$ cat config.mk
export PLATFORM = sky130hd
export DESIGN_NAME = pipe_skid_stage
export DESIGN_NICKNAME = d
export VERILOG_FILES = /design/src/rtl/pipe_skid_stage.sv
export SDC_FILE = /design/constraint.sdc
export NUM_CORES = 1
export LEC_CHECK = 0
export ABC_AREA = 1
export BUFFER_PORTS_ARGS = -buffer_cell sky130_fd_sc_hd__buf_2
export CORE_ASPECT_RATIO = 2
export CORE_MARGIN = 2
export CORE_UTILIZATION = 45
export DETAILED_ROUTE_END_ITERATION = 10
export GPL_TIMING_DRIVEN = 1
export MAX_ROUTING_LAYER = met4
export PLACE_DENSITY = 0.68
export REMOVE_ABC_BUFFERS = 1
export SYNTH_ARGS = -nofsm -noshare
export SYNTH_HDL_FRONTEND = slang
export SYNTH_SLANG_ARGS = --single-unit
$ cat constraint.sdc
create_clock -name clk -period 1.6 [get_ports clk]
set_clock_uncertainty 0.1 [all_clocks]
set_input_delay 0.24 -clock clk [delete_from_list [all_inputs] [get_ports clk]]
set_output_delay 0.24 -clock clk [all_outputs]
set_load 0.01 [all_outputs]
$ cat src/rtl/pipe_skid_stage.sv
// Two-entry skid pipeline stage: 1-cycle latency, 1 payload/cycle when downstream is ready.
// Back-pressure: the skid register catches the in-flight payload; in_ready_o is registered and drops once both entries are full.
module pipe_skid_stage #(
  parameter int W = 271
) (
  input  logic         clk,
  input  logic         rst,
  input  logic         flush_i,
  input  logic         in_valid_i,
  input  logic [W-1:0] in_data_i,
  output logic         in_ready_o,
  output logic         out_valid_o,
  output logic [W-1:0] out_data_o,
  input  logic         out_ready_i,
  output logic [1:0]   count_o
);

  typedef enum logic [1:0] {EMPTY = 2'd0, ONE = 2'd1, FULL = 2'd2} state_t;

  state_t         state_q, state_nxt;
  logic [W-1:0]   main_q, main_nxt;
  logic [W-1:0]   skid_q, skid_nxt;
  logic           in_rdy_q, out_vld_q;
  logic [1:0]     cnt_q;
  logic           in_fire, out_fire;

  assign in_fire  = in_valid_i & in_rdy_q;
  assign out_fire = out_vld_q & out_ready_i;

  always_comb begin
    state_nxt = state_q;
    main_nxt  = main_q;
    skid_nxt  = skid_q;
    case (state_q)
      EMPTY: begin
        if (in_fire) begin
          main_nxt  = in_data_i;
          state_nxt = ONE;
        end
      end
      ONE: begin
        if (in_fire && out_fire) begin
          main_nxt = in_data_i;
        end else if (in_fire) begin
          skid_nxt  = in_data_i;
          state_nxt = FULL;
        end else if (out_fire) begin
          state_nxt = EMPTY;
        end
      end
      FULL: begin
        // in_ready_o is low here, so only a drain can happen
        if (out_fire) begin
          main_nxt  = skid_q;
          state_nxt = ONE;
        end
      end
      default: state_nxt = EMPTY;
    endcase
  end

  always_ff @(posedge clk) begin
    if (rst || flush_i) begin
      state_q   <= EMPTY;
      main_q    <= '0;
      skid_q    <= '0;
      in_rdy_q  <= 1'b1;
      out_vld_q <= 1'b0;
      cnt_q     <= 2'd0;
    end else begin
      state_q   <= state_nxt;
      main_q    <= main_nxt;
      skid_q    <= skid_nxt;
      in_rdy_q  <= (state_nxt != FULL);
      out_vld_q <= (state_nxt != EMPTY);
      cnt_q     <= (state_nxt == FULL) ? 2'd2 : (state_nxt == ONE) ? 2'd1 : 2'd0;
    end
  end

  assign in_ready_o  = in_rdy_q;
  assign out_valid_o = out_vld_q;
  assign out_data_o  = main_q;
  assign count_o     = cnt_q;

endmodule

==> metrics.txt <==
largest net degree at the start of global routing=82; Synth Warn #=0; Post-DP Area=30,520 um2; CP delay by family, top=buffers and inverters; Placed Instances=5,302; CTS root buffer=clkbuf_16; fmax=593.6 MHz; H-Tree Level Count=2; setup TNS=-2.714 ns; GRT Resource Usage Total=28.49%; CTS tree=yes; first-pass GRT wire length=136.0 mm; Comb power frac=18.0%; Pre-Repair DR Iteration Count=6; Yosys top cell area share=42.21%; antenna-violating nets left=0; RR Startpoint=state_q[1]$_SDFF_PP0_; Via density=5.035; Cell Pwr Density=884.6 nW/um2; initial antenna violation count=2; CP required=1.99 ns; Seq pwr share=43.2%; DIE AREA=59,810 um2; Slew headroom=69.69%; worst slack, placed=-0.1776 ns; Final GP Congestion=0.8532; Detailed Route Iter0 Violations=2,185; largest cells by area after synthesis=dfxtp_1 42%, nand2_1 20%, nor2_1 16%; CP max FO=35; hold_ws=0.03585 ns; FILL cells=4,822; slew of the pin with the lowest slew margin=0.4547 ns; multi-input logic area=13,300 um2; fraction of layout cells with a size suffix above 1=20.90%; die height=343.9 um; Net Switching=9.035 mW; #FFs+latches synth=548; hold_sp=rst; static leakage=18.05 nW; Internal=24.33 mW; Clk pwr share=38.8%; Ports=551; Final min period=1.685 ns; Clock transition at path regs=0.07 ns; Pwr Total=33.36 mW; residual DRC count=0; Yosys cell types=13; slowest stage delay, CP=0.37 ns; most frequent cells in the layout=1,357 x nand2_1, 942 x nor2_1, 550 x buf_2, 545 x dfxtp_1, 275 x inv_1; Synth area leader=dfxtp_1; via count=28.95k; Seq/Total Area, Yosys=42.21%; Post-Synthesis Cells=4,125; VDD IR max=907.8 uV; Critical Path AT=2.07 ns; max-cap violations=0; Post-Layout Cell Count=5,749; # port buffers=550; latest clock arrival within the worst-skew pair=0.58 ns; CP Class=register to register; CTS Buf Count=50; Fin. Hold Viols=0; Critical Path Source=state_q[1]$_SDFF_PP0_; global route total overflow=0; # clock sinks=548; Slew Viols, Final=0; startpoint type of the worst setup path=register; post-DP HPWL=55.33 mm; final period utilization=105.3%; vias in the first global route=26.49k; failing checks=setup timing; Die W=173.9 um; core area=57,090 um2; Finished Cell Area=37,710 um2; Crit. End Element=register; status=complete, but fails checks; net switching fraction of the power=27.08%; Storage cell area=10,980 um2; Setup WS post-layout=-0.08464 ns; final WL=96.72 mm; Setup violations, final=133; HP Class=input pin to register; Longest Clk Path Bufs=3; Critical Path, Cell by Cell=buf_4 > nand2_4 > nand2_4 > nand2_8 > buf_12 > buf_16 > nand2_1 > nand2_1 > nor2_1; Post-Syn Area per Cell=6.301 um2; post-layout util=66.06%; CP Buf/Inv Count=3; Final #Nets=5,227; Slowest cell on crit path=dfxtp_4; RSZ-0062 raised after global routing=true; Initial Util=45.52%; Mapped Area=25,990 um2; WL/cell=16.82 um; Row Count=124; most common cell after layout, fill and taps aside=nand2_1; area growth from synthesis to layout=45.11%
-- layout make-up --
| class | instances | share of cell area [%] |
|---|---|---|
| Antenna cell | 2 | 0.01327 |
| Clock inverter | 14 | 0.5474 |
| Sequential cell | 548 | 29.10 |
| Clock buffer | 78 | 4.110 |
| Multi-Input combinational cell | 2998 | 35.26 |
| Timing Repair Buffer | 1073 | 25.53 |
| Inverter | 280 | 2.923 |
| Tap cell | 756 | 2.508 |
-- worst reg2reg max path, cell delays in order (launching register included) --
cell,delay (ns)
dfxtp_4,0.37
buf_4,0.16
nand2_4,0.09
nand2_4,0.08
nand2_8,0.13
buf_12,0.19
buf_16,0.23
nand2_1,0.11
nand2_1,0.08
nor2_1,0.04
-- synth_stat cells, drive strengths merged --
cell type  instances
nand4              1
nor2            1086
nand3            273
nand3b           271
nand2           1366
clkbuf           113
dfxtp            548
buf              186
inv              280
o21ai              1
-- timing repair --
| item | 4_1_cts | 5_1_grt |
|---|---|---|
| pin swaps | 21 | 69 |
| buffers inserted | 11 | 9 |
| endpoints found under the setup margin | 466 | 528 |
| gates cloned | 10 | 54 |
| gates resized for setup | 60 | 245 |
| hold endpoints to repair | 542 | 0 |
| hold buffers | 272 | 0 |
-- power by group through the flow --
stage          Clock, mW  Sequential (mW)  Combinational [mW]
6_report            12.9             14.4                6.01
4_1_cts             13.2             14.4                5.40
3_5_place_dp           0             14.7                4.59
3_3_place_gp           0             14.7                4.56
2_1_floorplan          0             14.8                3.80
5_1_grt             13.6             14.4                6.55
-- state kept, by name (all words and copies together), names as in the netlist --
register,count
out_data_o,271
out_valid_o,1
skid_q,271
state_q,2
count_o,2
in_ready_o,1
-- per-layer routing --
metal | routed length [um] | vias up | GRT usage [%]
met5 | 0 | - | -
met4 | 5050 | 0 | 15.16
met3 | 6303 | 293 | 3.935
met2 | 49080 | 1297 | 49.39
met1 | 36290 | 13230 | 31.71
li1 | - | 14130 | -
-- logic make-up after synthesis --
group / synth area share [%]
buf+inv: 9.248
simple gates: 48.52
flops: 42.21
compound gates: 0.01924
-- final timing paths --
kind	endpoint	slack, ns	depth (start not counted)
min reg2reg	skid_q[228]$_SDFFE_PP0P_	0.37	2
max reg2reg	out_data_o[223]$_SDFFE_PP0P_	-0.08	9
min	out_data_o[202]$_SDFFE_PP0P_	0.04	5
max	out_data_o[223]$_SDFFE_PP0P_	-0.08	9
Power figures use the tool's default switching activity.
